[src/rtl/wb_mem_arbiter.sv]
// Three-master Wishbone arbiter in front of a single memory slave.
// Round-robin grant, whole-cycle ownership (bursts are never split), one
// dead cycle between owners, and a stalled-strobe watchdog that answers
// with a bus error when the slave stops responding.
module wb_mem_arbiter #(
  parameter int AW      = 32,
  parameter int DW      = 32,
  parameter int TIMEOUT = 255
) (
  input  logic                wb_clk_i,
  input  logic                wb_rst_n_i,
  input  logic [2:0]          m_cyc_i,
  input  logic [2:0]          m_stb_i,
  input  logic [2:0]          m_we_i,
  input  logic [3*AW-1:0]     m_adr_i,
  input  logic [3*DW-1:0]     m_dat_i,
  input  logic [3*(DW/8)-1:0] m_sel_i,
  input  logic [8:0]          m_cti_i,
  input  logic [5:0]          m_bte_i,
  output logic [DW-1:0]       m_dat_o,
  output logic [2:0]          m_ack_o,
  output logic [2:0]          m_err_o,
  output logic [2:0]          m_rty_o,
  output logic                s_cyc_o,
  output logic                s_stb_o,
  output logic                s_we_o,
  output logic [AW-1:0]       s_adr_o,
  output logic [DW-1:0]       s_dat_o,
  output logic [DW/8-1:0]     s_sel_o,
  output logic [2:0]          s_cti_o,
  output logic [1:0]          s_bte_o,
  input  logic [DW-1:0]       s_dat_i,
  input  logic                s_ack_i,
  input  logic                s_err_i,
  input  logic                s_rty_i,
  output logic [2:0]          grant_o
);

  localparam int SW = DW / 8;
  // The error fires on the stalled cycle that would bring the count to TIMEOUT.
  localparam logic [15:0] TO_LAST = 16'(TIMEOUT - 1);

  typedef enum logic {IDLE, OWNED} state_t;

  state_t      state_q, state_d;
  logic [1:0]  owner_q, owner_d;
  logic [1:0]  last_q, last_d;
  logic [15:0] wdog_q, wdog_d;
  logic        rdy_q, rdy_d;

  logic [AW-1:0] adr_arr [3];
  logic [DW-1:0] dat_arr [3];
  logic [SW-1:0] sel_arr [3];
  logic [2:0]    cti_arr [3];
  logic [1:0]    bte_arr [3];

  logic       owned;
  logic       own_cyc;
  logic       own_stb;
  logic       any_rsp;
  logic       stall;
  logic       timeout_hit;
  logic       win_vld;
  logic [1:0] win_idx;
  logic [1:0] cand;

  // Split the packed master buses into per-master lanes and route responses.
  generate
    for (genvar gi = 0; gi < 3; gi++) begin : g_master
      assign adr_arr[gi] = m_adr_i[gi*AW +: AW];
      assign dat_arr[gi] = m_dat_i[gi*DW +: DW];
      assign sel_arr[gi] = m_sel_i[gi*SW +: SW];
      assign cti_arr[gi] = m_cti_i[gi*3 +: 3];
      assign bte_arr[gi] = m_bte_i[gi*2 +: 2];

      assign grant_o[gi] = owned && (owner_q == 2'(gi));
      assign m_ack_o[gi] = grant_o[gi] && s_ack_i;
      assign m_rty_o[gi] = grant_o[gi] && s_rty_i;
      assign m_err_o[gi] = grant_o[gi] && (s_err_i || timeout_hit);
    end
  endgenerate

  assign owned   = (state_q == OWNED);
  assign own_cyc = m_cyc_i[owner_q];
  assign own_stb = m_stb_i[owner_q];
  assign any_rsp = s_ack_i || s_err_i || s_rty_i;
  // A slave response in the same cycle suppresses the timeout.
  assign stall       = owned && own_cyc && own_stb && !any_rsp;
  assign timeout_hit = stall && (wdog_q == TO_LAST);

  // Slave side is a straight mux of the owner's lanes, gated in IDLE.
  assign s_cyc_o = owned && own_cyc;
  assign s_stb_o = owned && own_cyc && own_stb && !timeout_hit;
  assign s_we_o  = m_we_i[owner_q];
  assign s_adr_o = adr_arr[owner_q];
  assign s_dat_o = dat_arr[owner_q];
  assign s_sel_o = sel_arr[owner_q];
  assign s_cti_o = cti_arr[owner_q];
  assign s_bte_o = bte_arr[owner_q];
  assign m_dat_o = s_dat_i;

  // Round-robin search starting just after the last owner.
  always_comb begin
    win_vld = 1'b0;
    win_idx = 2'd0;
    cand    = 2'd0;
    for (int k = 0; k < 3; k++) begin
      cand = 2'((int'(last_q) + 1 + k) % 3);
      if (!win_vld && m_cyc_i[cand]) begin
        win_vld = 1'b1;
        win_idx = cand;
      end
    end
  end

  // Next-state logic: grant from IDLE, release on owner cyc drop, watchdog.
  always_comb begin
    state_d = state_q;
    owner_d = owner_q;
    last_d  = last_q;
    wdog_d  = wdog_q;
    rdy_d   = 1'b1;
    case (state_q)
      IDLE: begin
        wdog_d = '0;
        // rdy_q holds off arbitration on the first edge after reset release.
        if (rdy_q && win_vld) begin
          state_d = OWNED;
          owner_d = win_idx;
          last_d  = win_idx;
        end
      end
      OWNED: begin
        if (!own_cyc) begin
          state_d = IDLE;
        end
        if (stall && !timeout_hit) begin
          wdog_d = wdog_q + 16'd1;
        end else begin
          wdog_d = '0;
        end
      end
      default: state_d = IDLE;
    endcase
  end

  // State registers; reset forces IDLE with master 0 first in line.
  always_ff @(posedge wb_clk_i or negedge wb_rst_n_i) begin
    if (!wb_rst_n_i) begin
      state_q <= IDLE;
      owner_q <= 2'd0;
      last_q  <= 2'd2;
      wdog_q  <= '0;
      rdy_q   <= 1'b0;
    end else begin
      state_q <= state_d;
      owner_q <= owner_d;
      last_q  <= last_d;
      wdog_q  <= wdog_d;
      rdy_q   <= rdy_d;
    end
  end

endmodule

[config.mk]
export PLATFORM = sky130hd
export DESIGN_NAME = wb_mem_arbiter
export DESIGN_NICKNAME = d
export VERILOG_FILES = /design/src/rtl/wb_mem_arbiter.sv
export SDC_FILE = /design/constraint.sdc
export NUM_CORES = 1
export LEC_CHECK = 0
export CAP_MARGIN = 10
export CORE_AREA = 2 2 148 150
export CTS_CLUSTER_DIAMETER = 80
export CTS_CLUSTER_SIZE = 10
export DETAILED_ROUTE_END_ITERATION = 12
export DIE_AREA = 0 0 150 152
export SLEW_MARGIN = 20
export SYNTH_ARGS = -nofsm -noshare
export SYNTH_HDL_FRONTEND = slang
export SYNTH_SLANG_ARGS = --single-unit
export TNS_END_PERCENT = 5
[constraint.sdc]
create_clock -name wb_clk_i -period 4.13 [get_ports wb_clk_i]
set_input_delay 0.826 -clock wb_clk_i [delete_from_list [all_inputs] [get_ports wb_clk_i]]
set_output_delay 0.826 -clock wb_clk_i [all_outputs]
set_load 0.02 [all_outputs]
== Word-level counts from Yosys, hierarchy flattened ==
Index checks and enable logic that the tools add are counted.
Word-level totals
  bits in registers: 22
  latch bits: 0
  memory bits (writable): 0
  ROM bits: 0
  logic and storage cells: 90
  memories: 0
Cells by class
  add/subtract/negate cells: 4
  $mul: 0
  divide/modulo/power cells: 3
  $lt $le $gt $ge: 5
  equal/unequal tests: 3
  shifts and indexed selects: 0
  multiplexer cells: 38
  bitwise gates (word level): 2
  reduce and logical (&&, ||, !) cells: 30
Operator list (number)
  32-bit binary-select mux with 2-bit select: 2
  32-bit two-way mux: 4
  32-bit by 3-bit modulo with 32-bit output, second input constant: 3
  32-bit by 2-bit adder with 32-bit output, second input constant: 1
  16-bit one-hot mux with 2 select lines: 1
  1-bit logical AND: 21
  16-bit by 1-bit adder with 16-bit output, second input constant: 1
  16-bit by 8-bit equality test with 1-bit output, second input constant: 1
  16-bit two-way mux: 1
  1-bit binary-select mux with 2-bit select: 6
  2-bit by 3-bit less-than comparator with 1-bit output, second input constant: 4
  1-bit two-way mux: 11
  2-bit two-way mux: 5
  4-bit binary-select mux with 2-bit select: 1
  4-bit two-way mux: 2
  3-bit binary-select mux with 2-bit select: 1
  3-bit two-way mux: 2
  3-bit by 2-bit adder with 4-bit output, second input constant: 1
  2-bit binary-select mux with 2-bit select: 1
  1-bit zero test: 4
  2-bit by 1-bit adder with 3-bit output, second input constant: 1
  3-bit greater-or-equal comparator, second input constant: 1
  1-bit logical OR: 3
  2-bit NOT with 3-bit output: 1
  6 further kinds: 6

== Depth between registers and ports, before layout ==
  word-level depth: 14
  mapped depth: 7

== Worst setup path before layout ==
No wires, ideal clock.
  path kind: register -> output
  from: reg last_q[0] (netlist name)
  to: out m_err_o[0]
  data arrival time: 2.059 ns
  required time: 3.304 ns
  setup slack: 1.245 ns
  cell stages (with the launch flop): 6
  cell sequence: dfrtp_1 -> buf_2 -> clkbuf_1 -> nor3b_1 -> nand3_1 -> o21ai_0
RTL lines
  end, declared: line 22  | output logic [2:0] m_err_o,

== Final worst setup path ==
  from: in m_stb_i[0]
  to: out m_err_o[2]
On the way
  word-level cells in the longest chain between the ends: 7
Ends and longest elaborated chain
  start, declared: line 13  | input logic [2:0] m_stb_i,
  1-bit binary-select mux with 2-bit select: line 85  | assign own_stb = m_stb_i[owner_q];
  1-bit two-way mux (implied by the code): line 85
  1-bit logical AND (2 in a row): line 88  | assign stall = owned && own_cyc && own_stb && !any_rsp;
  1-bit logical AND: line 89  | assign timeout_hit = stall && (wdog_q == TO_LAST);
  1-bit logical OR: line 79  | assign m_err_o[gi] = grant_o[gi] && (s_err_i || timeout_hit);
  1-bit logical AND: line 79
Every way passes these cells. The select of a mux whose other input is x is not followed.

==> impl_metrics.yaml <==
critical_path:
  crit_top_cell: "clkdlybuf4s50_1"
  crit_type: "in -> out"
  cp_cell_sequence: "clkdlybuf4s50_1, mux2i_1, o2bb2ai_1, o211ai_2, o21ai_0, clkdlybuf4s50_1"
  critPathSlowestCell: "clkdlybuf4s50_1"
  cpPeakStageDelay_ns: 0.64
  crit_start: "m_stb_i[0]"
  worst_setup_path_start_kind: "input pin"
  critPathTopFamily: "buffers and inverters"
  end_kind: "primary output"
  cp.required_ns: 3.30
  path_max_fanout: 5
  r2r-start: "last_q[0]"
  critPathBufInv: 2
  critical_path_arrival_ns: 2.82
floorplanning:
  num_rows: 54
  fp.dieW_um: 150
  start_util_pct: 14.8
  core-area_mm2: 0.0214
  pin_count: 385
  dieArea_mm2: 0.0228
  die_h_um: 152
detailed_routing:
  via_per_inst: 4.11
  vias: 4016
  antenna_left: 0
  drtPass1Iterations: 4
  wirelength_um: 17700
  first_iter_violations: 125
  routedWlPerCell_um: 18.1
  drc_errors: 0
sta:
  max_slew_margin_pct: 36.0
  hold_viol: 0
  finalCritPeriodShare_pct: 88.3
  setup_viol: 0
  setup_slack_ns: 0.483
  holdWs_ns: 0.517
  worst_slew_pin_slew_ns: 0.957
  period_needed_ns: 3.65
  maxSlewViolCount: 0
  finalSetupTns_ns: 0
  fmax_ghz: 0.274
  fin_skew_ns: 0.00472
  rsz0062_at_grt: "no"
layout:
  drive_above_1_share_pct: 3.59
  antennaDiodeCount: 0
  fillers: 2308
  multiInputGateArea_mm2: 0.00223
  utilization_pct: 30.4
  seqCellArea_um2: 532
  area_growth_pct: 105
  nets: 968
global_route:
  grt_use_total_pct: 14.2
  grt_pass1_vias: 3960
  grt_pass1_wl_um: 25000
  grt_max_degree: 78
  grt-ovfl-total: 0
  antenna_found_initial: 1
clock_tree:
  cts_tree: "built"
  clk_pin_slew_worst_paths_ns: 0.06
  cts-buffers-inserted: 3
  clk_latency_ns: 0.25
  ctsHtreeMaxLevel: 1
  cts_root_buf: "clkbuf_16"
  ctsResizeCount: 0
  cts_setup_buffers: 0
  cts.sinks: 21
  cts_buffer_depth: 2
  cts.hold.buffers_added: 0
logic_synthesis:
  synth_compound_area_share_pct: 16.9
  yosys_warnings: 0
  synth-edff-count: 0
  synth_top_family_by_area: "multiplexers"
  synthXorXnorAreaFrac_pct: 3.33
  synthMuxAreaShare_pct: 25.0
  netlist_area_mm2: 0.00316
  synth-simple-area-share_pct: 23.0
  syn-num-nets: 701
  synthTopCellsByArea: "mux2i_1, dfrtp_1, o21ai_0"
  yosysSeqAreaShare_pct: 16.7
  ys_ff_latch: 21
  synth-async-reset-ratio_pct: 100
  synth_cell_types: 48
  syn-instance-count: 431
  synth_top_area_share_pct: 25.0
  ys.flop_type: "dfrtp_1"
  synth_top_cell_by_area: "mux2i_1"
  synth_adder_area_share_pct: 1.98
  avgSynthCellArea_um2: 7.33
flow_run:
  drv.max_cap_violation_count: 0
power:
  ir_drop_mv: 0.251
  power_mw: 3.48
  powerDensity_mw_per_mm2: 537
  cellLeakagePower_nw: 2.39
placed_design:
  port_buffers: 320
  dp_slack_ns: 0.456
  place.gp.congestion: 0.821
  dpl.hpwl_um: 14300
worst_hold_path:
  hold_class: "reg -> reg"
  hp-start: "wdog_q[0]"
run_status:
  status: "complete, no violations"
[cells by family (layout without fill, tap and decap cells)]
group | Yosys count | count (layout)
flip-flops | 21 | 21
other | 1 | 1
XOR/XNOR | 12 | 12
buffers and inverters | 69 | 335
adder cells (fa/ha/maj) | 5 | 5
AND/OR/NAND/NOR | 149 | 149
multiplexers | 79 | 79
AO/OA/AOI/OAI | 95 | 95
[per-layer routing]
| metal | track usage, % | part of all wire [%] | up-vias |
|---|---|---|---|
| met1 | 17.5 | 41 | 1813 |
| met3 | 6.22 | 13 | 16 |
| met4 | 1.62 | 0.90 | 2 |
| met5 | 0 | 0.068 | - |
| met2 | 23.6 | 46 | 171 |
| li1 | - | - | 2014 |
[Yosys cell counts (5+ instances only)]
library cell,number
and2_1,5
buf_2,13
buf_4,34
clkbuf_1,15
dfrtp_1,20
ha_1,5
mux2i_1,79
nand2_1,84
nand3_1,9
nor3_1,18
o21ai_0,78
xor2_1,8
[layout make-up]
cell class	instances	share of cell area, %
multi-input combinational	341	34.4
inverter	4	0.231
timing repair buffer	327	50.6
tap	280	5.40
clock buffer	4	1.22
sequential	21	8.20
[where the power goes]
part / total (mW) / switching [mW] / internal (mW)
clock: 0.203 / 0.0717 / 0.131
combinational: 2.96 / 1.62 / 1.34
sequential: 0.317 / 0.0869 / 0.230
total: 3.48 / 1.78 / 1.70
[through the flow]
stage	cells	area (um^2)
after floorplan	431	3160
after global placement	973	6410
after detailed placement	973	6410
after CTS	977	6490
after global routing	977	6490
final	977	6490
[flip-flops by register name, indices dropped and copies added, names as in the netlist]
| name | cells |
|---|---|
| last_q | 2 |
| owned | 1 |
| owner_q | 1 |
| rdy_q | 1 |
| wdog_q | 16 |
[cells in the final DEF (no fill, tap or decap), types with 3 or more instances in the layout]
| cell type | count |
|---|---|
| nor2_1 | 4 |
| inv_1 | 4 |
| mux2i_1 | 79 |
| o2bb2ai_1 | 4 |
| clkbuf_16 | 3 |
| xnor2_1 | 4 |
| and4_4 | 3 |
| nand3_1 | 9 |
| nor3_1 | 18 |
| o21ai_0 | 78 |
| and2_1 | 5 |
| and3_1 | 3 |
| nand2b_1 | 3 |
| xor2_1 | 8 |
| buf_4 | 5 |
| dfrtp_1 | 18 |
| nand4_1 | 3 |
| clkdlybuf4s50_1 | 320 |
| ha_1 | 5 |
| nand2_1 | 84 |
[worst register-to-register path, stage by stage, from the launching register on]
cell       delay (ns)
dfrtp_2          0.40
buf_4            0.47
inv_1            0.24
ha_1             0.45
mux2i_1          0.21
o22a_1           0.21
a41o_1           0.24
o2bb2ai_1        0.14
[final timing paths]
path / endpoint / slack, ns / cells past startpoint
worst min register to register: wdog_q[0] / 0.52 / 1
worst max-delay path: m_err_o[2] / 0.48 / 6
min in group asynchronous: wdog_q[1] / 1.11 / 1
worst max register to register: owner_q[1] / 1.69 / 7
max in group asynchronous: owner_q[1] / 2.33 / 1
worst min-delay path: wdog_q[0] / 0.52 / 1
No activity file was read; power rests on OpenSTA's default activity.
